==> config.mk <==
export PLATFORM = sky130hd
export DESIGN_NAME = water_level_monitor
export DESIGN_NICKNAME = d
export VERILOG_FILES = /design/src/rtl/wm_pkg.sv /design/src/rtl/level_avg4.sv /design/src/rtl/water_level_monitor.sv
export SDC_FILE = /design/constraint.sdc
export NUM_CORES = 1
export LEC_CHECK = 0
export CAP_MARGIN = 20
export CORE_AREA = 2 2 89 91
export DETAILED_ROUTE_END_ITERATION = 12
export DIE_AREA = 0 0 91 93
export DONT_BUFFER_PORTS = 1
export GPL_TIMING_DRIVEN = 0
export HOLD_SLACK_MARGIN = 0.12
export MAX_ROUTING_LAYER = met4
export PLACE_DENSITY = 0.7
export SLEW_MARGIN = 20
export SYNTH_ARGS = -nofsm -noshare
export SYNTH_HDL_FRONTEND = slang
export SYNTH_SLANG_ARGS = --single-unit
==> constraint.sdc <==
create_clock -name clk -period 2.7 [get_ports clk]
set_clock_uncertainty 0.15 [all_clocks]
set_input_delay 0 -clock clk [delete_from_list [all_inputs] [get_ports clk]]
set_output_delay 0 -clock clk [all_outputs]
set_load 0.005 [all_outputs]
==> src/rtl/wm_pkg.sv <==
// Shared definitions for the water level monitor and MainController:
// supervision state encoding, default thresholds and a saturating helper.
package wm_pkg;

    localparam int DEF_LEVEL_W        = 10;
    localparam int DEF_EMPTY_THRESH   = 16;
    localparam int DEF_OVERFLOW_LEVEL = 1000;
    localparam int DEF_HYST           = 8;
    localparam int DEF_FILL_TIMEOUT   = 50;
    localparam int DEF_DRAIN_TIMEOUT  = 30;

    typedef enum logic [1:0] {
        MON_IDLE     = 2'd0,
        MON_FILLING  = 2'd1,
        MON_DRAINING = 2'd2,
        MON_FAULT    = 2'd3
    } monitor_state_t;

    // Lower edge of a hysteresis band, clamped so small targets never wrap.
    function automatic int sat_floor(input int value, input int band);
        return (value > band) ? (value - band) : 0;
    endfunction

endpackage

==> src/rtl/level_avg4.sv <==
// Four-tap moving average of the raw level sensor with a running sum,
// plus a valid flag once the tap line has been filled after reset.
module level_avg4
    import wm_pkg::*;
#(
    parameter int LEVEL_W = DEF_LEVEL_W
) (
    input  logic               clk,
    input  logic               reset,
    input  logic [LEVEL_W-1:0] sample,
    output logic [LEVEL_W-1:0] level_filtered,
    output logic               level_valid
);

    localparam int SUM_W = LEVEL_W + 2;

    logic [LEVEL_W-1:0] taps [4];
    logic [SUM_W-1:0]   sum;
    logic [SUM_W-1:0]   sum_next;
    logic [1:0]         sample_count;

    // The oldest tap leaves the sum as the new sample enters, so the sum never needs a full re-add.
    assign sum_next = sum + SUM_W'(sample) - SUM_W'(taps[3]);

    always_ff @(posedge clk or negedge reset) begin
        if (!reset) begin
            for (int i = 0; i < 4; i++) begin
                taps[i] <= '0;
            end
            sum            <= '0;
            level_filtered <= '0;
            level_valid    <= 1'b0;
            sample_count   <= '0;
        end else begin
            taps[0] <= sample;
            for (int i = 1; i < 4; i++) begin
                taps[i] <= taps[i-1];
            end
            sum            <= sum_next;
            level_filtered <= sum_next[SUM_W-1:2];
            if (!level_valid) begin
                sample_count <= sample_count + 2'd1;
                level_valid  <= (sample_count == 2'd3);
            end
        end
    end

endmodule

==> src/rtl/water_level_monitor.sv <==
// Sensor conditioning and command supervision ahead of MainController:
// filtered level, hysteretic level flags and sticky fill/drain timeout errors.
module water_level_monitor
    import wm_pkg::*;
#(
    parameter int LEVEL_W        = DEF_LEVEL_W,
    parameter int EMPTY_THRESH   = DEF_EMPTY_THRESH,
    parameter int OVERFLOW_LEVEL = DEF_OVERFLOW_LEVEL,
    parameter int HYST           = DEF_HYST,
    parameter int FILL_TIMEOUT   = DEF_FILL_TIMEOUT,
    parameter int DRAIN_TIMEOUT  = DEF_DRAIN_TIMEOUT
) (
    input  logic               clk,
    input  logic               reset,
    input  logic [LEVEL_W-1:0] water_level_sensor,
    input  logic [LEVEL_W-1:0] target_level,
    input  logic               water_valve,
    input  logic               drain_pump,
    input  logic               error_clear,
    output logic [LEVEL_W-1:0] level_filtered,
    output logic               level_valid,
    output logic               target_reached,
    output logic               water_empty,
    output logic               overflow,
    output logic               water_flow_error,
    output logic               drainage_error
);

    localparam int CNT_W = $clog2((FILL_TIMEOUT > DRAIN_TIMEOUT) ? FILL_TIMEOUT : DRAIN_TIMEOUT);

    localparam logic [CNT_W-1:0]   FILL_LAST   = CNT_W'(FILL_TIMEOUT - 1);
    localparam logic [CNT_W-1:0]   DRAIN_LAST  = CNT_W'(DRAIN_TIMEOUT - 1);
    localparam logic [LEVEL_W-1:0] EMPTY_SET   = LEVEL_W'(EMPTY_THRESH);
    localparam logic [LEVEL_W-1:0] EMPTY_CLEAR = LEVEL_W'(EMPTY_THRESH + HYST);
    localparam logic [LEVEL_W-1:0] OVF_LEVEL   = LEVEL_W'(OVERFLOW_LEVEL);

    monitor_state_t     state;
    logic [CNT_W-1:0]   cycle_count;
    logic               pump_d;
    logic [LEVEL_W-1:0] target_floor;

    assign target_floor = LEVEL_W'(sat_floor(int'(target_level), HYST));

    level_avg4 #(
        .LEVEL_W(LEVEL_W)
    ) u_avg (
        .clk           (clk),
        .reset         (reset),
        .sample        (water_level_sensor),
        .level_filtered(level_filtered),
        .level_valid   (level_valid)
    );

    // Level flags hold inside their hysteresis bands; a fresh overflow sample beats error_clear.
    always_ff @(posedge clk or negedge reset) begin
        if (!reset) begin
            target_reached <= 1'b0;
            water_empty    <= 1'b1;
            overflow       <= 1'b0;
        end else if (!level_valid) begin
            target_reached <= 1'b0;
            water_empty    <= 1'b1;
            overflow       <= 1'b0;
        end else begin
            if (level_filtered >= target_level) begin
                target_reached <= 1'b1;
            end else if (level_filtered < target_floor) begin
                target_reached <= 1'b0;
            end

            if (level_filtered <= EMPTY_SET) begin
                water_empty <= 1'b1;
            end else if (level_filtered > EMPTY_CLEAR) begin
                water_empty <= 1'b0;
            end

            if (level_filtered >= OVF_LEVEL) begin
                overflow <= 1'b1;
            end else if (error_clear) begin
                overflow <= 1'b0;
            end
        end
    end

    // Supervision: completion is checked before the timeout so a success on the last allowed cycle is not a fault.
    always_ff @(posedge clk or negedge reset) begin
        if (!reset) begin
            state            <= MON_IDLE;
            cycle_count      <= '0;
            pump_d           <= 1'b0;
            water_flow_error <= 1'b0;
            drainage_error   <= 1'b0;
        end else begin
            pump_d <= drain_pump;
            case (state)
                MON_IDLE: begin
                    cycle_count <= '0;
                    if (drain_pump) begin
                        state <= MON_DRAINING;
                    end else if (water_valve) begin
                        state <= MON_FILLING;
                    end
                end
                MON_FILLING: begin
                    if (target_reached || !water_valve) begin
                        state       <= MON_IDLE;
                        cycle_count <= '0;
                    end else if (cycle_count == FILL_LAST) begin
                        state            <= MON_FAULT;
                        cycle_count      <= '0;
                        water_flow_error <= 1'b1;
                    end else if (drain_pump && !pump_d) begin
                        state       <= MON_DRAINING;
                        cycle_count <= '0;
                    end else begin
                        cycle_count <= cycle_count + 1'b1;
                    end
                end
                MON_DRAINING: begin
                    if (water_empty || !drain_pump) begin
                        state       <= MON_IDLE;
                        cycle_count <= '0;
                    end else if (cycle_count == DRAIN_LAST) begin
                        state          <= MON_FAULT;
                        cycle_count    <= '0;
                        drainage_error <= 1'b1;
                    end else begin
                        cycle_count <= cycle_count + 1'b1;
                    end
                end
                MON_FAULT: begin
                    cycle_count <= '0;
                    if (error_clear) begin
                        state            <= MON_IDLE;
                        water_flow_error <= 1'b0;
                        drainage_error   <= 1'b0;
                    end
                end
                default: begin
                    state       <= MON_IDLE;
                    cycle_count <= '0;
                end
            endcase
        end
    end

endmodule

==> impl_metrics.json <==
{
  "finalCritPeriodShare": 0.9564,
  "r2r_cells": 7,
  "cpMostUsedCell": "dlygate4sd3_1",
  "synth_area_per_cell_um2": 10.62,
  "setup_tns_ns": 0,
  "yosys.cell_count.top_type": "dfrtp_1",
  "grt_usage": 0.1839,
  "cts_buffer_depth": 2,
  "grt_pass1_vias": 2599,
  "antenna_found_initial": 0,
  "dp_slack_ns": 0.03395,
  "crit_arrival_ns": 2.65,
  "cp_top_family": "buffers and inverters",
  "globalplace.congestion": 0.8424,
  "root_buffer": "clkbuf_8",
  "min_path_cells": 1,
  "clkSinkCount": 69,
  "fin_crit_ns": 2.582,
  "power_density_nw_per_um2": 974.3,
  "p_sw_frac": 0.3866,
  "crit_type": "reg -> reg",
  "fin_nets": 464,
  "ioPinCount": 41,
  "hold_class": "in -> reg",
  "ys.flop_type": "dfrtp_1",
  "total_leakage_power_nw": 2.129,
  "ys_top_cells_by_count": "dfrtp_1 (68), inv_1 (57), ha_1 (37)",
  "syn2layout_area_growth_pct": 19.55,
  "synth_edf_count": 0,
  "combPwrFrac": 0.490,
  "post_drt_wl_per_cell_um": 13.73,
  "ant_nets": 0,
  "dr.pass1.iters": 4,
  "hold_slack_ns": 0.1752,
  "finalWorstSetupSlack_ns": 0.1178,
  "die_h_um": 93,
  "path_clk_slew_ns": 0.08,
  "drv_cap": 0,
  "path_buf_inv": 2,
  "dieArea_um2": 8463,
  "cts_made_buffers": 9,
  "cp_num_cells": 7,
  "tightest_slew_ns": 0.3712,
  "synth.yosys.seq_area_share": 0.4746,
  "place_hpwl_um": 4810,
  "die_x_um": 91,
  "drc": 0,
  "worstPathMaxFanout": 6,
  "first_iter_violations": 59,
  "num_antenna_cells": 0,
  "drt-total-wl_um": 6852,
  "grt_start_max_net_pins": 70,
  "core_um2": 7527,
  "cts_tree": "done",
  "yosysTopAreaCell": "dfrtp_1",
  "initial_core_util": 0.4837,
  "setup_viol": 0,
  "syn_inst": 343,
  "hold_violations": 0,
  "worstSkewPairLatency_ns": 0.34,
  "via_per_inst": 5.040,
  "path_cells": "ha_1 > a21oi_1 > dlygate4sd3_1 > o21ai_0 > dlygate4sd3_1 > a21oi_2 > a31oi_1",
  "final_util": 0.5783,
  "worst_setup_path_end_kind": "register",
  "status": "finished clean",
  "pwr-share-clk": 0.172,
  "netlist.area_leader.share": 0.4674,
  "rows": 32,
  "drive_gt1_frac": 0.1209,
  "p_int_mw": 2.601,
  "grt_overflow_total": 0,
  "fill_cells": 679,
  "slowest_delay_ns": 0.58,
  "cts_max_level": 3,
  "switchingPower_mw": 1.640,
  "pwr-share-seq": 0.338,
  "max_freq_mhz": 387.3,
  "grt_pass1_wl_um": 11900,
  "required_ns": 2.76,
  "syn_nets": 415,
  "synth.cell_area_um2": 3641,
  "via_count": 2515,
  "max_slew_margin": 0.7512,
  "yosys_warnings": 0,
  "yosysUniqueCellTypes": 46,
  "multi_input_area_um2": 1635,
  "slowest_stage": "dlygate4sd3_1",
  "synthTopCellsByArea": "dfrtp_1 (47%), ha_1 (13%), inv_1 (5.9%), fa_1 (5.5%), a21oi_1 (3.2%)",
  "seq_area_um2": 1733,
  "drv_slew": 0,
  "peakVddDrop_mv": 0.6062,
  "startpoint_type": "register",
  "ys_ff_latch": 69,
  "async_reset_ff_frac": 1.000,
  "io_buffers": 0
}
## per-layer routing
layer  share of wire  routed length (um)  GRT usage  vias up
li1                -                   -          -     1230
met1            0.45                3066     0.2196     1235
met2            0.50                3432     0.3062       41
met3           0.038                 263    0.05399        9
met4           0.013                  89    0.05303        0
met5               0                   0          -        -
## power groups by stage
| stage | Clock (mW) | Sequential (mW) | Combinational [mW] |
|---|---|---|---|
| after CTS | 0.765 | 1.43 | 2.00 |
| after global routing | 0.814 | 1.46 | 2.40 |
| final | 0.729 | 1.43 | 2.08 |
| after floorplan | 0 | 1.38 | 1.56 |
| after detailed placement | 0 | 1.45 | 1.88 |
| after global placement | 0 | 1.44 | 1.81 |
## state kept, by name, indices dropped and copies added (netlist names)
register and count:
cycle_count 6, water_empty 1, overflow 1, u_avg.sample_count 2
pump_d 1, u_avg.level_filtered 10, state 2, water_flow_error 1
target_reached 1, u_avg.level_valid 1, u_avg.sum 2, drainage_error 1
u_avg.taps 40
## cell type report
cell class,count,share of cell area
clock inverters,4,0.005461
plain buffers,11,0.01840
multi-input cells,205,0.3757
well taps,102,0.02932
clock buffers,12,0.03334
flip-flops and latches,69,0.3981
inverters,58,0.05001
repair buffers,38,0.08968
## cell families (layout without fill, tap and decap cells)
group           count (synthesis)  in the layout  synth area share
fa+ha+maj                      47             47            0.1821
flops                          69             69            0.4746
buf+inv                        69            123           0.08179
xor+xnor                       17             17           0.04089
compound gates                 60             60            0.1052
mux                             2              2          0.006185
simple gates                   79             79            0.1093
## layout by cell type, fill, tap and decap left out, types with 4 or more instances in the layout
master         instances
a21oi_1               22
a31oi_1                5
buf_4                 13
clkbuf_8              10
dfrtp_1               64
dfrtp_2                4
dlygate4sd3_1         34
fa_1                  10
ha_1                  37
inv_1                 57
nand2_1               19
nand3_1               10
nor2_1                22
nor2b_1                5
nor3_1                 4
o21ai_0               10
xnor2_1               11
xor2_1                 6
## worst reg2reg max path, stage by stage (launching register included)
cell and delay, ns:
dfrtp_2 0.45, ha_1 0.30, a21oi_1 0.14, dlygate4sd3_1 0.56, o21ai_0 0.08, dlygate4sd3_1 0.58, a21oi_2 0.12, a31oi_1 0.09
## metrics by stage
step | instances | instance area [um^2] | power (mW)
6_report | 499 | 4353 | 4.241
5_1_grt | 499 | 4353 | 4.678
4_1_cts | 496 | 4307 | 4.196
3_5_place_dp | 445 | 3769 | 3.330
3_3_place_gp | 445 | 3769 | 3.250
2_1_floorplan | 343 | 3641 | 2.931
## worst paths after layout
kind | start | endpoint | slack [ns]
worst min-delay path | drain_pump | pump_d | 0.18
min in group asynchronous | reset | water_flow_error | 0.64
worst min register to register | u_avg.taps[23] | u_avg.taps[13] | 0.19
max in group asynchronous | reset | water_empty | 1.45
worst max-delay path | u_avg.level_filtered[9] | target_reached | 0.12
worst max register to register | u_avg.level_filtered[9] | target_reached | 0.12
## timing repair
action	CTS	global route
hold endpoints to repair	96	0
gates resized for setup	1	7
setup buffers	0	3
hold buffers	35	0
setup endpoints to repair	1	4
Power figures use the tool's default switching activity.
